$ cat config.mk
export PLATFORM = sky130hd
export DESIGN_NAME = seq_bcd_to_bin_flat
export DESIGN_NICKNAME = d
export VERILOG_FILES = /design/src/rtl/seq_bcd_to_bin_pkg.sv /design/src/rtl/seq_bcd_to_bin_if.sv /design/src/rtl/seq_bcd_to_bin_bcd_digit_corrector.sv /design/src/rtl/seq_bcd_to_bin.sv /design/src/flat_wrapper.sv
export SDC_FILE = /design/constraint.sdc
export NUM_CORES = 1
export LEC_CHECK = 0
export ABC_AREA = 1
export BUFFER_PORTS_ARGS = -buffer_cell sky130_fd_sc_hd__buf_2
export CAP_MARGIN = 0
export CORE_MARGIN = 4
export CORE_UTILIZATION = 29
export DETAILED_ROUTE_END_ITERATION = 10
export PLACE_DENSITY = 0.53
export SYNTH_ARGS = -nofsm -noshare
export SYNTH_HDL_FRONTEND = slang
export SYNTH_SLANG_ARGS = --single-unit
$ cat constraint.sdc
create_clock -name clk -period 8.15 [get_ports clk]
set_input_delay 1.63 -clock clk [delete_from_list [all_inputs] [get_ports clk]]
set_output_delay 1.63 -clock clk [all_outputs]
set_load 0.01 [all_outputs]
$ cat src/rtl/seq_bcd_to_bin_pkg.sv
// Shared constants and state encoding for the sequential BCD-to-binary converter.
// Digit geometry, reverse double-dabble correction constants and the FSM enum live here.
package seq_bcd_to_bin_pkg;

    localparam int          DIGIT_W     = 4;
    localparam logic [3:0]  CORR_THRESH = 4'd8;
    localparam logic [3:0]  CORR_SUB    = 4'd3;
    localparam logic [3:0]  DIGIT_MAX   = 4'd9;

    typedef enum logic [1:0] {
        ST_IDLE   = 2'd0,
        ST_CHECK  = 2'd1,
        ST_SHIFT  = 2'd2,
        ST_FINISH = 2'd3
    } state_t;

    function automatic logic digit_invalid(input logic [DIGIT_W-1:0] d);
        return d > DIGIT_MAX;
    endfunction

endpackage

$ cat src/rtl/seq_bcd_to_bin_if.sv
// Start/done handshake bundle between the digit-entry controller (master)
// and the converter (slave), carrying the BCD operand and the converted result.
interface seq_bcd_to_bin_if #(
    parameter int DIGITS = 5,
    parameter int BIN_W  = 17
);

    logic                  start;
    logic [4*DIGITS-1:0]   bcd;
    logic                  negative;
    logic                  busy;
    logic                  done;
    logic                  valid;
    logic                  error;
    logic [BIN_W-1:0]      magnitude;
    logic [BIN_W:0]        value;

    modport master (
        output start, bcd, negative,
        input  busy, done, valid, error, magnitude, value
    );

    modport slave (
        input  start, bcd, negative,
        output busy, done, valid, error, magnitude, value
    );

endinterface

$ cat src/rtl/seq_bcd_to_bin_bcd_digit_corrector.sv
// One BCD digit of the reverse double-dabble step: after the right shift,
// a digit that landed at 8 or above has 3 subtracted.
module bcd_digit_corrector
    import seq_bcd_to_bin_pkg::*;
(
    input  logic [DIGIT_W-1:0] i_digit,
    output logic [DIGIT_W-1:0] o_digit
);

    assign o_digit = (i_digit >= CORR_THRESH) ? (i_digit - CORR_SUB) : i_digit;

endmodule

$ cat src/rtl/seq_bcd_to_bin.sv
// Sequential reverse double-dabble: signed packed-BCD entry in, binary magnitude
// and two's-complement value out, using a start/busy/done/valid handshake.
module seq_bcd_to_bin
    import seq_bcd_to_bin_pkg::*;
#(
    parameter int DIGITS = 5,
    parameter int BIN_W  = 17
) (
    input  logic               clk,
    input  logic               rst,
    seq_bcd_to_bin_if.slave    bus
);

    localparam int BCD_W = DIGIT_W * DIGITS;
    localparam int CNT_W = $clog2(BIN_W + 1);
    localparam logic [CNT_W-1:0] LAST_SHIFT = CNT_W'(BIN_W - 1);

    state_t                r_state;
    logic [BCD_W-1:0]      r_bcd;
    logic [BIN_W-1:0]      r_bin;
    logic                  r_neg;
    logic                  r_err;
    logic [CNT_W-1:0]      r_cnt;

    logic                  r_busy;
    logic                  r_done;
    logic                  r_valid;
    logic                  r_error;
    logic [BIN_W-1:0]      r_mag;
    logic [BIN_W:0]        r_value;

    logic [BCD_W+BIN_W-1:0] w_shift;
    logic [BCD_W-1:0]       w_shift_bcd;
    logic [BIN_W-1:0]       w_shift_bin;
    logic [BCD_W-1:0]       w_corr_bcd;
    logic [DIGITS-1:0]      w_bad;
    logic                   w_any_bad;
    logic [BIN_W:0]         w_bin_ext;
    logic [BIN_W:0]         w_bin_neg;

    // The whole working register moves right as one word; bits leaving the
    // lowest BCD digit enter the top of the binary accumulator.
    assign w_shift     = {r_bcd, r_bin} >> 1;
    assign w_shift_bcd = w_shift[BCD_W+BIN_W-1 -: BCD_W];
    assign w_shift_bin = w_shift[BIN_W-1:0];

    generate
        for (genvar gi = 0; gi < DIGITS; gi++) begin : g_digit
            bcd_digit_corrector u_corr (
                .i_digit (w_shift_bcd[gi*DIGIT_W +: DIGIT_W]),
                .o_digit (w_corr_bcd[gi*DIGIT_W +: DIGIT_W])
            );
            assign w_bad[gi] = digit_invalid(r_bcd[gi*DIGIT_W +: DIGIT_W]);
        end
    endgenerate

    assign w_any_bad = |w_bad;
    assign w_bin_ext = {1'b0, r_bin};
    assign w_bin_neg = -w_bin_ext;

    always_ff @(posedge clk or posedge rst) begin
        if (rst) begin
            r_state <= ST_IDLE;
            r_bcd   <= '0;
            r_bin   <= '0;
            r_neg   <= 1'b0;
            r_err   <= 1'b0;
            r_cnt   <= '0;
            r_busy  <= 1'b0;
            r_done  <= 1'b0;
            r_valid <= 1'b0;
            r_error <= 1'b0;
            r_mag   <= '0;
            r_value <= '0;
        end else begin
            r_done <= 1'b0;
            case (r_state)
                ST_IDLE: begin
                    if (bus.start) begin
                        r_bcd   <= bus.bcd;
                        r_bin   <= '0;
                        r_neg   <= bus.negative;
                        r_valid <= 1'b0;
                        r_error <= 1'b0;
                        r_busy  <= 1'b1;
                        r_state <= ST_CHECK;
                    end
                end
                ST_CHECK: begin
                    r_cnt <= '0;
                    if (w_any_bad) begin
                        r_err   <= 1'b1;
                        r_state <= ST_FINISH;
                    end else begin
                        r_err   <= 1'b0;
                        r_state <= ST_SHIFT;
                    end
                end
                ST_SHIFT: begin
                    r_bcd <= w_corr_bcd;
                    r_bin <= w_shift_bin;
                    r_cnt <= r_cnt + 1'b1;
                    if (r_cnt == LAST_SHIFT) begin
                        r_state <= ST_FINISH;
                    end
                end
                ST_FINISH: begin
                    // Negative zero needs no special case: -0 is 0 in two's complement.
                    if (r_err) begin
                        r_mag   <= '0;
                        r_value <= '0;
                        r_error <= 1'b1;
                    end else begin
                        r_mag   <= r_bin;
                        r_value <= r_neg ? w_bin_neg : w_bin_ext;
                        r_error <= 1'b0;
                    end
                    r_done  <= 1'b1;
                    r_valid <= 1'b1;
                    r_busy  <= 1'b0;
                    r_state <= ST_IDLE;
                end
                default: begin
                    r_state <= ST_IDLE;
                end
            endcase
        end
    end

    assign bus.busy      = r_busy;
    assign bus.done      = r_done;
    assign bus.valid     = r_valid;
    assign bus.error     = r_error;
    assign bus.magnitude = r_mag;
    assign bus.value     = r_value;

endmodule

$ cat src/flat_wrapper.sv
// flat-port wrapper written by rule: the top's interface ports become plain ports
module seq_bcd_to_bin_flat import seq_bcd_to_bin_pkg::*;
#(
    parameter int DIGITS = 5,
    parameter int BIN_W  = 17
)
  (clk, rst, bus_start, bus_bcd, bus_negative, bus_busy, bus_done, bus_valid, bus_error, bus_magnitude, bus_value);
  seq_bcd_to_bin_if #(.DIGITS(DIGITS), .BIN_W(BIN_W)) bus_i ();
  input  logic clk;
  input  logic rst;
  input wire logic [$bits(bus_i.start)-1:0] bus_start;
  input wire logic [$bits(bus_i.bcd)-1:0] bus_bcd;
  input wire logic [$bits(bus_i.negative)-1:0] bus_negative;
  output wire logic [$bits(bus_i.busy)-1:0] bus_busy;
  output wire logic [$bits(bus_i.done)-1:0] bus_done;
  output wire logic [$bits(bus_i.valid)-1:0] bus_valid;
  output wire logic [$bits(bus_i.error)-1:0] bus_error;
  output wire logic [$bits(bus_i.magnitude)-1:0] bus_magnitude;
  output wire logic [$bits(bus_i.value)-1:0] bus_value;
  assign bus_i.start = bus_start;
  assign bus_i.bcd = bus_bcd;
  assign bus_i.negative = bus_negative;
  assign bus_busy = bus_i.busy;
  assign bus_done = bus_i.done;
  assign bus_valid = bus_i.valid;
  assign bus_error = bus_i.error;
  assign bus_magnitude = bus_i.magnitude;
  assign bus_value = bus_i.value;
  seq_bcd_to_bin #(.DIGITS(DIGITS), .BIN_W(BIN_W)) u_core (.clk(clk), .rst(rst), .bus(bus_i));
endmodule
==> impl_metrics.tcl <==
set metrics [dict create \
    pin_count 63 \
    run_status "finished clean" \
    finalMaxSlewViolations 0 \
    nets 563 \
    clk_latency_ns 0.35 \
    critPathSlowestCell "buf_4" \
    die-area_sq_um 16300 \
    skew_ns 0.00576 \
    yosysWarnings 0 \
    post-cts-setup-buffers 0 \
    post-route-util 0.351 \
    hpwlAfterDp_um 6950 \
    yosysSeqAreaShare 0.505 \
    drt-pass1-iter-count 4 \
    die_h_um 128 \
    routed_wirelength_um 10100 \
    cts_resized 0 \
    core_area_sq_um 14000 \
    dp_cells 693 \
    netlist_top_cells_area "dfrtp_1 51%, nand2_1 6.7%, o21ai_0 6.4%" \
    dp_slack_ns 5.21 \
    irDropWorstVdd_mv 0.220 \
    wl_per_cell_um 14.2 \
    initialDrtViolationCount 210 \
    arrival_ns 2.81 \
    required_ns 8.38 \
    synth.distinct_cells 36 \
    worst_pin_slew_ns 1.06 \
    cts_tree "yes" \
    num_antenna_cells 0 \
    grt_util_all_layers 0.127 \
    rsz0062_at_grt "false" \
    synth_top_area_share 0.505 \
    hold_viol_final 0 \
    slowest_delay_ns 0.41 \
    stdcell_count 709 \
    yosysMostFrequentCell "dfrtp_1" \
    maxCapViolCount 0 \
    synthTopCellsByCount "84 x dfrtp_1, 74 x nand2_1, 57 x inv_1" \
    holdCritPathClass "reg -> reg" \
    clock-sinks 84 \
    grt_pass1_wl_um 16500 \
    finalSetupTns_ns 0 \
    synthArstFlopShare 1.00 \
    synth_nets 506 \
    cp-end-kind "flop" \
    syn2layout_area_growth_pct 18.0 \
    fmax_ghz 0.388 \
    path_clk_slew_ns 0.07 \
    grt_pass1_vias 3337 \
    globalplace.congestion 0.759 \
    drive_above_1_share 0.197 \
    finalCritPeriodShare 0.317 \
    rows 43 \
    drc_errors 0 \
    start_util 0.297 \
    crit_buf_inv 3 \
    syn-instance-count 467 \
    leakagePower_nw 2.48 \
    fp.dieW_um 128 \
    max_slew_margin 0.296 \
    worst_slack_ns 5.57 \
    finalWorstPathRequiredPeriod_ns 2.58 \
    path_delay_family "buffers and inverters" \
    ys_ff_latch 84 \
    startpoint_type "input port" \
    setup_viol 0 \
    cts_hold_buf 0 \
    holdWs_ns 0.482 \
    synth_edf_count 0 \
    synth_area_leader_cell "dfrtp_1" \
    grt_max_degree 85 \
    port_buffers 62 \
    crit_path_cell_trace "buf_2 > nand2_2 > o21ai_4 > buf_4 > inv_2 > a21oi_1 > a22oi_2" \
    clock-root-buffer "clkbuf_16" \
    synthesis.area_sq_um 4160 \
    detail-route-antenna-nets 0 \
    grt-ovfl-total 0 \
    clock_path_buffers 2 \
    cts_made_buffers 9 \
    num_vias 3379 \
    htreeDepth 3 \
    synth_flop_cell "dfrtp_1" \
    crit_fanout 45 \
    criticalPathCategory "in -> reg" \
    avgSynthCellArea_sq_um 8.91 \
    viasPerCell 4.77 \
    antenna_found_initial 0 \
    powerDensity_nw_per_um2 363 \
]
==> area by class of cell <==
| cell class | count | area, sq um |
|---|---|---|
| flip-flops and latches | 84 | 2100 |
| multi-input cells | 304 | 1730 |
| inverters | 60 | 226 |
| repair buffers | 65 | 333 |
| fillers | 1506 | 9080 |
| well taps | 180 | 225 |
| clock inverters | 7 | 66.3 |
| clock buffers | 9 | 225 |
==> logic make-up (layout without fill, tap and decap cells) <==
family	after synthesis	after routing	share of synthesized area
XOR/XNOR	8	8	0.0168
AND/OR/NAND/NOR	162	162	0.174
buffers and inverters	79	141	0.0785
adder cells (fa/ha/maj)	15	15	0.0451
AO/OA/AOI/OAI	119	119	0.180
flip-flops	84	84	0.505
==> cell usage in the layout (no fill, tap or decap), types with 2 or more instances in the layout <==
cell and count:
inv_6 3, nor2_1 28, a22oi_2 5, o21ai_0 53, nand3_1 43, nand4_1 4
o211ai_1 15, nand2_2 3, nor2_2 2, clkinv_4 2, xor2_1 8, inv_2 3
ha_1 15, nand2_1 74, dfrtp_1 84, o21ai_1 2, clkbuf_16 9, nor3_1 3
inv_1 56, inv_8 2, buf_2 62, a21oi_2 4, o22ai_1 23, a21oi_1 8
a22oi_1 3, buf_4 3
==> state kept, by name, summed over array words and instances, names as in the netlist <==
register              flops
u_core.bus.magnitude     16
u_core.bus.value         18
u_core.r_cnt              5
u_core.bus.error          1
u_core.bus.valid          1
u_core.bus.done           1
u_core.r_bcd             20
u_core.r_state            2
u_core.bus.busy           1
u_core.r_err              1
u_core.r_neg              1
u_core.r_bin             17
==> per-layer routing <==
metal / vias up / GRT usage / wire length (um)
li1: 1684 / - / -
met1: 1610 / 0.155 / 4530
met2: 74 / 0.218 / 4890
met3: 11 / 0.0383 / 534
met4: 0 / 0.0356 / 102
met5: - / 0 / 0
==> report_power, final <==
part | internal, mW | switching, mW | total (mW)
Clock | 0.215 | 0.187 | 0.402
Combinational | 0.254 | 0.483 | 0.738
Sequential | 0.541 | 0.100 | 0.642
==> metrics by stage <==
step	power, mW	instance area, sq um
floorplan	1.21	4160
global placement	1.37	4620
detailed placement	1.40	4620
CTS	1.81	4910
global route	1.94	4910
finish	1.78	4910
==> worst min-delay path, delay by kind of cell (launching register included) <==
kind / cells / cell delay [ns]
compound gates: 1 / 0.06
flops: 1 / 0.34
simple gates: 1 / 0.05
==> path summary, 6_finish.rpt <==
path	start	endpoint	slack, ns	depth (start not counted)
worst max-delay path	bus_start	u_core.r_bcd[15]	5.57	7
worst min-delay path	u_core.bus.magnitude[10]	u_core.bus.magnitude[10]	0.48	2
worst max register to register	u_core.r_state[0]	u_core.bus.value[16]	5.93	7
worst min register to register	u_core.bus.magnitude[10]	u_core.bus.magnitude[10]	0.48	2
max in group asynchronous	rst	u_core.bus.value[15]	5.87	3
min in group asynchronous	rst	u_core.bus.valid	1.63	3
(Power assumes the default switching activity.)
